### config.mk
export PLATFORM = sky130hd
export DESIGN_NAME = branch_sequencer
export DESIGN_NICKNAME = d
export VERILOG_FILES = /design/src/rtl/branch_sequencer.sv
export SDC_FILE = /design/constraint.sdc
export NUM_CORES = 1
export LEC_CHECK = 0
export ABC_AREA = 1
export CAP_MARGIN = 30
export CORE_AREA = 2 2 107 109
export DETAILED_ROUTE_END_ITERATION = 8
export DIE_AREA = 0 0 109 111
export GPL_ROUTABILITY_DRIVEN = 0
export PLACE_DENSITY = 0.71
export SLEW_MARGIN = 20
export SYNTH_ARGS = -nofsm -noshare
export SYNTH_HDL_FRONTEND = slang
export SYNTH_SLANG_ARGS = --single-unit
### constraint.sdc
create_clock -name clock -period 2.35 [get_ports clock]
set_clock_uncertainty 0.05 [all_clocks]
set_input_delay 0.705 -clock clock [delete_from_list [all_inputs] [get_ports clock]]
set_output_delay 0.705 -clock clock [all_outputs]
set_load 0.01 [all_outputs]
### src/rtl/branch_sequencer.sv
// branch_sequencer: conditional-branch initiator for the Mini SRC datapath.
// Owns the program counter, strobes the condition flip-flop (con_in), samples
// its registered decision and retires the branch by conditionally adding the
// sign-extended displacement to PC. Also serves PC increment and absolute load.
// Optional feature macro: BRANCH_STATS_EN adds saturating taken/not-taken
// counters (stat_taken, stat_not_taken).
module branch_sequencer #(
    parameter int PC_WIDTH  = 32,
    parameter int OFF_WIDTH = 19
) (
    input  logic                 clock,
    input  logic                 reset,
    input  logic                 br_start,
    input  logic [OFF_WIDTH-1:0] br_offset,
    input  logic                 con_branch,
    input  logic                 pc_inc,
    input  logic                 pc_load,
    input  logic [PC_WIDTH-1:0]  pc_din,
    output logic                 con_in,
    output logic [PC_WIDTH-1:0]  pc_out,
    output logic                 busy,
    output logic                 br_done,
    output logic                 br_taken
`ifdef BRANCH_STATS_EN
    ,
    output logic [15:0]          stat_taken,
    output logic [15:0]          stat_not_taken
`endif
);

    typedef enum logic [1:0] {
        IDLE   = 2'd0,
        STROBE = 2'd1,
        SETTLE = 2'd2,
        UPDATE = 2'd3
    } state_t;

    state_t                state_q, state_d;
    logic [PC_WIDTH-1:0]   pc_q, pc_d;
    logic [OFF_WIDTH-1:0]  off_q, off_d;
    logic                  con_in_q, con_in_d;
    logic                  br_done_q, br_done_d;
    logic                  br_taken_q, br_taken_d;
    logic [PC_WIDTH-1:0]   off_sext;

    // Displacement widened to PC width with its sign bit replicated.
    assign off_sext = {{(PC_WIDTH-OFF_WIDTH){off_q[OFF_WIDTH-1]}}, off_q};

    // Next-state, PC and registered-output logic; an absolute load overrides all.
    always_comb begin
        state_d    = state_q;
        pc_d       = pc_q;
        off_d      = off_q;
        con_in_d   = 1'b0;
        br_done_d  = 1'b0;
        br_taken_d = br_taken_q;
        case (state_q)
            IDLE: begin
                // Increment and branch start may coexist; the offset is then
                // added to the already-incremented PC.
                if (pc_inc) begin
                    pc_d = pc_q + PC_WIDTH'(1);
                end
                if (br_start) begin
                    state_d  = STROBE;
                    off_d    = br_offset;
                    con_in_d = 1'b1;
                end
            end
            STROBE: begin
                state_d = SETTLE;
            end
            SETTLE: begin
                // Decision is captured here so br_done/br_taken are registered
                // and visible together during the UPDATE cycle.
                state_d    = UPDATE;
                br_done_d  = 1'b1;
                br_taken_d = con_branch;
            end
            UPDATE: begin
                state_d = IDLE;
                if (br_taken_q) begin
                    pc_d = pc_q + off_sext;
                end
            end
            default: begin
                state_d = IDLE;
            end
        endcase
        // Load has top priority; outside IDLE it also aborts the sequence.
        if (pc_load) begin
            pc_d       = pc_din;
            state_d    = IDLE;
            con_in_d   = 1'b0;
            br_done_d  = 1'b0;
            br_taken_d = br_taken_q;
        end
    end

    // State and output registers with synchronous reset.
    always_ff @(posedge clock) begin
        if (reset) begin
            state_q    <= IDLE;
            pc_q       <= '0;
            off_q      <= '0;
            con_in_q   <= 1'b0;
            br_done_q  <= 1'b0;
            br_taken_q <= 1'b0;
        end else begin
            state_q    <= state_d;
            pc_q       <= pc_d;
            off_q      <= off_d;
            con_in_q   <= con_in_d;
            br_done_q  <= br_done_d;
            br_taken_q <= br_taken_d;
        end
    end

    assign con_in   = con_in_q;
    assign pc_out   = pc_q;
    assign busy     = (state_q != IDLE);
    assign br_done  = br_done_q;
    assign br_taken = br_taken_q;

`ifdef BRANCH_STATS_EN
    // Index 0 counts not-taken retirements, index 1 counts taken ones.
    logic [15:0] stat_q [2];

    generate
        for (genvar gi = 0; gi < 2; gi++) begin : g_stat
            // Saturating retirement counter for one branch outcome.
            always_ff @(posedge clock) begin
                if (reset) begin
                    stat_q[gi] <= 16'h0000;
                end else if (br_done_q && (br_taken_q == 1'(gi)) &&
                             (stat_q[gi] != 16'hFFFF)) begin
                    stat_q[gi] <= stat_q[gi] + 16'h0001;
                end
            end
        end
    endgenerate

    assign stat_not_taken = stat_q[0];
    assign stat_taken     = stat_q[1];
`endif

endmodule
==> results of run 1 <==
==> path summary, 6_finish.rpt <==
| path | startpoint | to | slack, ns | cells past startpoint |
|---|---|---|---|---|
| max reg2reg | state_q[0] | pc_out[18] | -0.03 | 15 |
| min reg2reg | br_taken | br_taken | 0.43 | 2 |
| max | state_q[0] | pc_out[18] | -0.03 | 15 |
| min | br_taken | br_taken | 0.43 | 2 |
==> area by class of cell <==
class	instances	area (µm²)	share of cell area
Multi-Input combinational cell	599	3410	0.501
Tap cell	143	179	0.0263
Clock buffer	5	125	0.0184
Inverter	126	473	0.0695
Sequential cell	56	1120	0.165
Timing Repair Buffer	160	1470	0.216
Clock inverter	3	28.8	0.00423
==> flip-flops by register name, summed over array words and instances (netlist names) <==
name,count
pc_out,32
off_q,19
state_q,2
br_done,1
br_taken,1
con_in,1
==> synthesized netlist by cell type (all sizes together) (2+ instances only) <==
master  instances
o21bai          4
a22o            3
dfxtp          56
a21oi          35
nand2         291
nor3            3
ha             21
or2             3
nand3          63
nand4           7
xor2           18
o21ai          38
a31oi          17
buf            11
clkbuf         14
inv           125
a211oi          2
nor2           90
==> cells in the final DEF, fill, tap and decap left out, types with 2 or more instances in the layout <==
| cell | instances |
|---|---|
| a211oi_1 | 2 |
| nor2_1 | 81 |
| xor2_2 | 4 |
| nand3_2 | 10 |
| a21oi_1 | 27 |
| a22o_1 | 3 |
| nand2_2 | 28 |
| inv_2 | 6 |
| nand2_1 | 253 |
| nand2_4 | 10 |
| dfxtp_1 | 54 |
| inv_1 | 119 |
| nand4_1 | 7 |
| o21ai_0 | 38 |
| ha_1 | 3 |
| nand3_1 | 51 |
| buf_4 | 65 |
| inv_6 | 2 |
| o21bai_1 | 4 |
| a21oi_2 | 7 |
| clkbuf_16 | 5 |
| nand3_4 | 2 |
| xor2_1 | 14 |
| dfxtp_2 | 2 |
| or2_4 | 3 |
| buf_12 | 3 |
| nor2_4 | 3 |
| nor2_2 | 6 |
| ha_4 | 18 |
| clkdlybuf4s50_1 | 91 |
| a31oi_1 | 16 |
==> worst reg2reg max path: stages, from the launching register on <==
cell	delay (ns)
dfxtp_2	0.36
ha_4	0.15
inv_2	0.04
or2_4	0.23
ha_4	0.16
fa_2	0.36
nand3_2	0.09
nand3_4	0.10
nand2_4	0.10
nand2_4	0.07
nand2_4	0.07
nand2_4	0.07
a21oi_4	0.14
or2_4	0.13
nand3_2	0.05
a21oi_1	0.13
==> what timing repair did <==
item,CTS,global route
pin swaps,3,17
buffers inserted,3,3
endpoints found under the setup margin,22,24
gates resized for setup,24,75
==> metal layers <==
layer,vias up,part of all wire,routed length (µm)
met5,-,0,0
met4,0,0.017,264
met3,20,0.069,1060
met2,195,0.47,7200
met1,2488,0.45,6870
li1,2803,-,-
==> report_power, final <==
part           switching (µW)  total, µW  internal, µW
registers                77.7       1100          1020
clock network             420        834           413
logic                     340        693           353
total                     838       2630          1790
==> cells by family (layout without fill, tap and decap cells) <==
logic type      after synthesis  count (layout)  share of synthesized area
simple gates                458             458                      0.406
buf+inv                     151             294                      0.130
compound gates              100             100                      0.120
flops                        56              56                      0.245
fa+ha+maj                    22              22                     0.0619
xor+xnor                     19              19                     0.0364
==> metrics by stage <==
step / TNS, ns / power [µW] / instances / area [µm²]
4_1_cts: 0 / 2590 / 1089 / 6480
3_3_place_gp: -0.844 / 1760 / 1078 / 6200
3_5_place_dp: -1.62 / 1770 / 1078 / 6200
2_1_floorplan: -0.00786 / 1430 / 806 / 4740
5_1_grt: -1.53 / 2740 / 1092 / 6810
6_report: -0.0651 / 2630 / 1092 / 6810
==> results.yml, run 1 <==
run_status:
  outcome: "finished with violations"
  violations: "negative setup slack"
timing:
  setup_viol: 3
  hold_viol_final: 0
  relSlewSlack: 0.640
  rsz0062_at_grt: "yes"
  period_minus_slack_ns: 2.38
  drv_slew: 0
  worst_pin_slew_ns: 0.540
  whs_ns: 0.428
  finalCritPeriodShare: 1.01
  fmax_mhz: 420
  setup_slack_ns: -0.0326
synthesis:
  ys_ff_latch: 56
  synthFlopType: "dfxtp_1"
  syn_nets: 885
  syn_area_um2: 4570
  synth_seq_area_share: 0.245
  synth_cell_types: 28
  syn_area_per_cell_um2: 5.67
  yosysTopAreaCellShare: 0.245
  synthCells: 806
  synth_warnings: 0
  synth_edf_count: 0
  synth_area_leaders: "dfxtp_1, nand2_1, inv_1, nor2_1, nand3_1"
  synth_area_leader_cell: "dfxtp_1"
  async_flop_share: 0
global_routing:
  top_usage_layer: "met2"
  grt.total_usage: 0.249
  use_met3: 0.0341
  grt_use_met1: 0.349
  globalRouteOverflowTotal: 0
  grt_pass1_vias: 5055
  grt_max_degree: 32
  grt_pass1_wl_um: 24000
  antenna_found_initial: 0
  grt_use_met2: 0.398
power:
  cellLeakagePower_uw: 0.00346
  peakVddDrop_v: 0.000310
  power_density_nw_per_um2: 386
finish:
  n_antenna_cell: 0
  drive_gt1_frac: 0.190
  nets: 1027
  utilization: 0.615
  nFillCells: 1069
  area.growth.synth_to_final_pct: 49.0
die:
  die_w_um: 109
  dieArea_um2: 12100
  fp.dieH_um: 111
  fp.coreArea_um2: 11100
  start_util: 0.413
  rows: 39
  top_level_ports: 93
worst_setup_path:
  crit_top_cell: "nand2_4"
  cp_cell_sequence: "ha_4 > inv_2 > or2_4 > ha_4 > fa_2 > nand3_2 > nand3_4 > nand2_4 > nand2_4 > nand2_4 > nand2_4 > a21oi_4 > or2_4 > nand3_2 > a21oi_1"
  cp-end-kind: "flop"
  critical_path_class: "reg2reg"
  max_stage_delay_ns: 0.36
  cp_top_family: "simple AND/OR/NAND/NOR gates"
  critPathMaxFanout: 3
  critPathBufInv: 1
  critPathArrivalTime_ns: 2.58
  cp.required_ns: 2.55
  cp_slowest_cell: "dfxtp_2"
  cp-start-kind: "flop"
clock_network:
  path_clk_slew_ns: 0.08
  cts.sinks: 56
  clk_latency_ns: 0.31
  cts-root-buf: "clkbuf_16"
  cts_tree: "built"
  cts_made_buffers: 5
  htreeDepth: 2
  holdBufCountCts: 0
  clockBufferDepth: 2
flow_run:
  drv_cap: 0
route:
  first_pass_iters: 6
  drt-initial-drc-count: 296
  dr_total_vias: 5506
  drc_errors: 0
  post_drt_via_cell_ratio: 5.04
  wl_per_cell_um: 14.1
  postRouteAntennaNets: 0
  drt_wl_total_um: 15400
placed_design:
  dp.final_hpwl_um: 11200
  io_buffers: 92
  place_ws_ns: -0.191
worst_hold_path:
  hold_path_class: "reg2reg"
Note: power is estimated with default switching activity, not from simulation.
==> run 2, diff against run 1 <==
- CORE_AREA: 2 2 107 109 -> 2 2 88 132
- DIE_AREA: 0 0 109 111 -> 0 0 90 134
==> results.yml, run 2 (synthesis gave the netlist of run 1 again) <==
run_status:
  outcome: "finished with violations"
  violations: "negative setup slack"
route:
  post_drt_via_cell_ratio: 4.97
  first_pass_iters: 5
  wl_per_cell_um: 13.6
  postRouteAntennaNets: 0
  drc_errors: 0
  drt_wl_total_um: 14800
  drt-initial-drc-count: 295
  dr_total_vias: 5407
timing:
  rsz0062_at_grt: "yes"
  setup_slack_ns: -0.0391
  fmax_mhz: 419
  finalCritPeriodShare: 1.02
  setup_viol: 2
  worst_pin_slew_ns: 0.502
  drv_slew: 0
  relSlewSlack: 0.665
  period_minus_slack_ns: 2.39
  hold_viol_final: 0
finish:
  area.growth.synth_to_final_pct: 45.4
  seqCellArea_um2: 1120
  n_antenna_cell: 0
  utilization: 0.608
  nFillCells: 1086
  final_cell_mix: "nand2_1, inv_1, clkdlybuf4s50_1"
  drive_gt1_frac: 0.169
  multi_input_area_um2: 3310
  final_common_cell: "nand2_1"
  instances_no_fill: 1088
  stdcell_area_um2: 6650
  largest_register_ffs: 32
  nets: 1019
worst_setup_path:
  critical_path_class: "reg2reg"
  cp-start-kind: "flop"
  critPathMaxFanout: 20
  cp-end-kind: "flop"
  critPathArrivalTime_ns: 2.53
  cp.required_ns: 2.49
global_routing:
  grt_max_degree: 32
  globalRouteOverflowTotal: 0
  grt.total_usage: 0.232
  grt_pass1_vias: 5054
  antenna_found_initial: 0
  grt_pass1_wl_um: 23000
die:
  fp.dieH_um: 134
  die_w_um: 90
  fp.coreArea_um2: 10900
  rows: 47
  dieArea_um2: 12100
  top_level_ports: 93
  start_util: 0.418
clock_network:
  cts_made_buffers: 5
  clk_latency_ns: 0.31
  holdBufCountCts: 0
  cts.sinks: 56
  clockBufferDepth: 2
  htreeDepth: 2
  cts-root-buf: "clkbuf_16"
  cts_setup_buffers: 0
  cts_tree: "built"
  path_clk_slew_ns: 0.08
placed_design:
  dp.final_hpwl_um: 11200
  io_buffers: 92
  dpl-instance-area_um2: 6190
  dp.cells: 1080
power:
  p_total_uw: 2570
  power_density_nw_per_um2: 386
  peakVddDrop_v: 0.000364
  cellLeakagePower_uw: 0.00333
flow_run:
  drv_cap: 0
worst_hold_path:
  hold_path_class: "reg2reg"
run 2: cell count changes in the layout (fill, tap and decap cells not counted), sizes merged:
cell | before | now
clkinv | 1 | 3
inv | 128 | 126
buf | 68 | 60
run 2: path summary, 6_finish.rpt:
kind,startpoint,endpoint,slack (ns),cells after the start
worst max-delay path,state_q[0],pc_out[18],-0.04,14
worst min register to register,off_q[5],off_q[5],0.43,2
worst max register to register,state_q[0],pc_out[18],-0.04,14
worst min-delay path,off_q[5],off_q[5],0.43,2
run 2: final cells by class:
| type | count | area share |
|---|---|---|
| clock buffers | 5 | 0.0188 |
| clock inverters | 3 | 0.00339 |
| inverters | 126 | 0.0712 |
| multi-input cells | 599 | 0.499 |
| flip-flops and latches | 56 | 0.169 |
| well taps | 147 | 0.0277 |
| repair buffers | 152 | 0.211 |
run 2: metal layers:
metal,GRT usage,routed length [µm]
met5,0,0
met4,0.0991,600
met3,0.0230,528
met2,0.443,7740
met1,0.258,5910
run 2: report_power, final:
group	internal, µW	leakage [µW]	switching, µW	total (µW)
Clock	401	0.0000742	398	800
Sequential	1020	0.000463	68.6	1090
Combinational	341	0.00279	334	676
run 2: repair_timing:
item,4_1_cts,5_1_grt
pin swaps,7,16
resized for setup,18,59
hold endpoints to repair,0,0
setup endpoints to repair,20,23
run 2: worst max-delay path: stages (launching register included):
cell,delay [ns]
dfxtp_2,0.34
ha_4,0.16
buf_8,0.15
nand2_1,0.07
inv_1,0.06
ha_4,0.31
nand2_1,0.07
inv_1,0.09
buf_4,0.12
nand2_1,0.07
nor2_1,0.30
a21oi_4,0.10
or2_4,0.26
nand3_2,0.06
a21oi_2,0.05
run 2: through the flow:
| step | setup slack (ns) | hold slack, ns | setup TNS (ns) |
|---|---|---|---|
| 2_1_floorplan | -0.00786 | 0.397 | -0.00786 |
| 3_3_place_gp | -0.0871 | 0.414 | -0.382 |
| 3_5_place_dp | -0.133 | 0.420 | -0.796 |
| 4_1_cts | -0.0140 | 0.438 | -0.0158 |
| 5_1_grt | -0.116 | 0.446 | -1.05 |
| 6_report | -0.0391 | 0.434 | -0.0452 |
==> run 3, diff against run 2 <==
- CTS_BUF_LIST: not set -> sky130_fd_sc_hd__clkbuf_4
==> results.yml, run 3 (synthesis gave the netlist of run 1 again) <==
run_status:
  outcome: "finished with violations"
  violations: "negative setup slack"
die:
  top_level_ports: 93
  start_util: 0.418
  rows: 47
  die_w_um: 90
  fp.coreArea_um2: 10900
  fp.dieH_um: 134
  dieArea_um2: 12100
worst_hold_path:
  hold_path_depth: 2
  hold_path_class: "reg2reg"
worst_setup_path:
  cp.required_ns: 2.66
  critPathMaxFanout: 3
  reg2regPathDepth: 15
  critPathArrivalTime_ns: 2.67
  critical_path_class: "reg2reg"
  cp-start-kind: "flop"
  cp-end-kind: "flop"
clock_network:
  cts_tree: "built"
  cts-root-buf: "clkbuf_4"
  cts.sinks: 56
  holdBufCountCts: 0
  cts_made_buffers: 5
  clk_latency_ns: 0.40
  htreeDepth: 2
  path_clk_slew_ns: 0.19
  clockBufferDepth: 2
global_routing:
  grt_pass1_wl_um: 23000
  grt_max_degree: 32
  globalRouteOverflowTotal: 0
  grt_pass1_vias: 5109
  grt.total_usage: 0.231
  antenna_found_initial: 1
route:
  postRouteAntennaNets: 0
  post_drt_via_cell_ratio: 4.94
  first_pass_iters: 6
  wl_per_cell_um: 13.4
  dr_total_vias: 5399
  drc_errors: 0
  drt_wl_total_um: 14700
  drt-initial-drc-count: 321
timing:
  period_minus_slack_ns: 2.36
  worst_pin_slew_ns: 0.506
  relSlewSlack: 0.663
  setup_viol: 1
  setup_tns_ns: -0.0104
  whs_ns: 0.449
  drv_slew: 0
  hold_viol_final: 0
  fmax_mhz: 424
  rsz0062_at_grt: "yes"
  finalCritPeriodShare: 1.00
  setup_slack_ns: -0.0104
power:
  p_clk_frac: 0.212
  combPwrFrac: 0.304
  swShare: 0.339
  power_density_nw_per_um2: 337
  p_seq_frac: 0.484
  peakVddDrop_v: 0.000308
  cellLeakagePower_uw: 0.00333
  internal_power_uw: 1490
  power_switching_uw: 767
finish:
  area.growth.synth_to_final_pct: 46.6
  drive_gt1_frac: 0.195
  stdcell_area_um2: 6700
  final_cell_mix: "nand2_1, inv_1, clkdlybuf4s50_1"
  final_common_cell: "nand2_1"
  nets: 1022
  largest_register_ffs: 32
  utilization: 0.613
placed_design:
  place_ws_ns: -0.133
  dpl-instance-area_um2: 6190
  dp.final_hpwl_um: 11200
  io_buffers: 92
flow_run:
  drv_cap: 0
run 3: changes by cell type in the layout (fill, tap and decap cells not counted), sizes merged:
cell	delta
diode	+1
buf	+3
run 3: layer usage:
layer  routed length, µm  up-vias  track usage
met5                   0        -            0
met4                 564        0        0.112
met3                 461       37       0.0225
met2                7670      156        0.433
met1                5970     2427        0.259
li1                    -     2779            -
run 3: critical path, cell delays in order, from the launching register on:
cell	delay [ns]
dfxtp_2	0.39
ha_4	0.15
inv_2	0.04
or2_4	0.23
ha_4	0.16
fa_2	0.35
nand3_2	0.09
nand3_4	0.09
nand2_2	0.09
nand2_4	0.06
nand2_2	0.09
nand2_4	0.07
a21oi_4	0.14
or2_4	0.13
nand3_2	0.06
a21oi_2	0.13
run 3: final timing paths:
kind	startpoint	end	slack [ns]
worst max-delay path	state_q[1]	pc_out[18]	-0.01
worst min-delay path	off_q[9]	off_q[9]	0.45
worst max register to register	state_q[1]	pc_out[18]	-0.01
worst min register to register	off_q[9]	off_q[9]	0.45
run 3: final cells by class:
cell class / instances / area [µm²]
Tap cell: 147 / 184
Inverter: 126 / 473
Timing Repair Buffer: 155 / 1430
Antenna cell: 1 / 2.50
Clock inverter: 3 / 22.5
Multi-Input combinational cell: 599 / 3430
Sequential cell: 56 / 1120
Fill cell: 1066 / 4240
Clock buffer: 5 / 37.5
run 3: power by group through the flow:
stage	sequential [µW]	clock, µW	combinational, µW
6_report	1090	478	688
5_1_grt	1100	522	755
4_1_cts	1090	503	664
3_5_place_dp	1110	0	654
3_3_place_gp	1110	0	646
2_1_floorplan	1110	0	314
run 3: timing repair:
| action | in CTS | in global routing |
|---|---|---|
| gates resized for setup | 26 | 82 |
| setup endpoints to repair | 23 | 24 |
| pin swaps | 10 | 24 |
| gates cloned | 0 | 0 |
| buffers inserted | 0 | 3 |
run 3: per-stage QoR:
step,total power [µW],cells
6_report,2260,1092
5_1_grt,2380,1092
4_1_cts,2260,1088
3_5_place_dp,1760,1080
3_3_place_gp,1750,1080
2_1_floorplan,1430,806
==> edit: new RTL, settings of run 1 <==
Take the reset off `pc_q` and load it in a clocked block of its own.
--- a/src/rtl/branch_sequencer.sv
+++ b/src/rtl/branch_sequencer.sv
@@ -102,5 +102,4 @@
         if (reset) begin
             state_q    <= IDLE;
-            pc_q       <= '0;
             off_q      <= '0;
             con_in_q   <= 1'b0;
@@ -109,5 +108,4 @@
         end else begin
             state_q    <= state_d;
-            pc_q       <= pc_d;
             off_q      <= off_d;
             con_in_q   <= con_in_d;
@@ -115,4 +113,8 @@
             br_taken_q <= br_taken_d;
         end
+    end
+
+    always_ff @(posedge clock) begin
+        pc_q <= pc_d;
     end
 
Check against the original RTL: not equivalent (Yosys sat finds a counterexample within 4 cycles, from zero or initial values and one cycle with reset high).
==> edit against run 1 <==
The run still ends with setup timing left; area after synthesis up 2.3%; global-route usage down 0.49 points; sequential cell count unchanged; total power up 30%; fmax down 2.4%; worst setup slack worse by 0.059 ns; final area up 7.8%; wire length up 3.1%.
==> edit: results (changes against run 1) <==
<table>
<tr><th>Metric</th><th>Value</th></tr>
<tr><th colspan="2">Cells and area</th></tr>
<tr><td>Layout cell share with drive strength beyond 1</td><td>29.9% (was 19.0%)</td></tr>
<tr><td>Number of nets at the end of the flow</td><td>1013 (was 1027)</td></tr>
<tr><td>Number of filler instances in the final layout</td><td>940 (was 1069)</td></tr>
<tr><td>Multi-input combinational cell area</td><td>0.00349 mm2 (was 0.00341 mm2)</td></tr>
<tr><th colspan="2">GRT</th></tr>
<tr><td>Grt met1 use</td><td>35.1% (was 34.9%)</td></tr>
<tr><td>Number of global-route vias before repair</td><td>4994 (was 5055)</td></tr>
<tr><td>Global-route wire length before repair</td><td>23600 um (was 24000 um)</td></tr>
<tr><td>Largest net degree at the start of global routing</td><td>33 (was 32)</td></tr>
<tr><th colspan="2">Placed design</th></tr>
<tr><td>Worst slack at placement</td><td>-0.184 ns (was -0.191 ns)</td></tr>
<tr><td>Number of cells in the design after placement</td><td>1055 (was 1078)</td></tr>
<tr><td>Post-DP Area</td><td>0.00631 mm2 (was 0.00620 mm2)</td></tr>
<tr><td>Final HPWL from detailed placement</td><td>10900 um (was 11200 um)</td></tr>
<tr><th colspan="2">Setup path</th></tr>
<tr><td>Critical path peak fanout</td><td>8 (was 3)</td></tr>
<tr><td>Number of cell instances on the worst register-to-register path</td><td>17 (was 15)</td></tr>
<tr><th colspan="2">Run status</th></tr>
<tr><td>Outcome</td><td>complete, but fails checks (unchanged)</td></tr>
<tr><td>Violations in the final reports</td><td>setup timing (unchanged)</td></tr>
<tr><th colspan="2">Synth</th></tr>
<tr><td>Synthesized Nets</td><td>856 (was 885)</td></tr>
<tr><td>Most common flop cell mapped by yosys</td><td>edfxtp_1 (was dfxtp_1)</td></tr>
<tr><td>Post-synthesis cell type count</td><td>30 (was 28)</td></tr>
<tr><td>Number of enable flip-flop cells after synthesis</td><td>32 (was 0)</td></tr>
<tr><th colspan="2">Routing</th></tr>
<tr><td>Metal1 wirelength</td><td>6970 um (was 6870 um)</td></tr>
<tr><td>Post-detailed-routing wire length</td><td>15900 um (was 15400 um)</td></tr>
<tr><td>Wire length on met3</td><td>1220 um (was 1060 um)</td></tr>
<tr><td>Detail Route met2 WL</td><td>7450 um (was 7200 um)</td></tr>
<tr><th colspan="2">STA</th></tr>
<tr><td>Final count of negative-setup-slack endpoints</td><td>13 (was 3)</td></tr>
<tr><td>PnR worst setup slack</td><td>-0.0914 ns (was -0.0326 ns)</td></tr>
<tr><td>Post-Route Setup TNS</td><td>-0.597 ns (was -0.0651 ns)</td></tr>
<tr><th colspan="2">Power</th></tr>
<tr><td>Leak pwr</td><td>0.00359 uW (was 0.00346 uW)</td></tr>
<tr><td>Largest voltage drop on the vdd net</td><td>0.000319 V (was 0.000310 V)</td></tr>
</table>
[edit: cell types whose count changed in the layout (fill, tap and decap cells not counted), moves of 16 or more]
cell,before,now
dfxtp_1,54,22
edfxtp_1,0,32
inv_1,119,91
nand2_2,28,56
nand2_1,253,233
inv_2,6,25
nor2_1,81,63
nor2_2,6,24
a21oi_1,27,11
[edit: path summary, 6_finish.rpt]
| check | start | to | slack, ns |
|---|---|---|---|
| setup / recovery | state_q[1]$_SDFFE_PP0P_ | pc_out[17]$_DFFE_PP_ | -0.09 |
| hold / removal | br_taken$_SDFFE_PP0P_ | br_taken$_SDFFE_PP0P_ | 0.43 |
| setup reg to reg | state_q[1]$_SDFFE_PP0P_ | pc_out[17]$_DFFE_PP_ | -0.09 |
| hold reg to reg | br_taken$_SDFFE_PP0P_ | br_taken$_SDFFE_PP0P_ | 0.43 |
[edit: where the power goes]
group	total (uW)	switching, uW	internal [uW]
logic	1290	651	638
registers	1300	119	1180
clock network	813	402	412
total	3400	1170	2230
[edit: what timing repair did]
action	CTS	global route
gates cloned	0	1
endpoints found under the setup margin	20	26
gates resized for setup	51	156
pin swaps	12	55
buffers inserted	6	8
[edit: cells by family after synthesis]
| logic type | Yosys count | synth area share, % |
|---|---|---|
| compound gates | 65 | 7.41 |
| xor+xnor | 8 | 1.50 |
| fa+ha+maj | 22 | 6.05 |
| buf+inv | 138 | 11.6 |
| flops | 56 | 30.8 |
| simple gates | 488 | 42.6 |
[edit: area by class of cell]
| cell class | instances | area share [%] |
|---|---|---|
| tap | 143 | 2.44 |
| inverter | 118 | 6.07 |
| clock inverter | 3 | 0.460 |
| sequential | 56 | 19.7 |
| multi-input combinational | 583 | 47.6 |
| clock buffer | 5 | 1.70 |
| timing repair buffer | 170 | 22.1 |
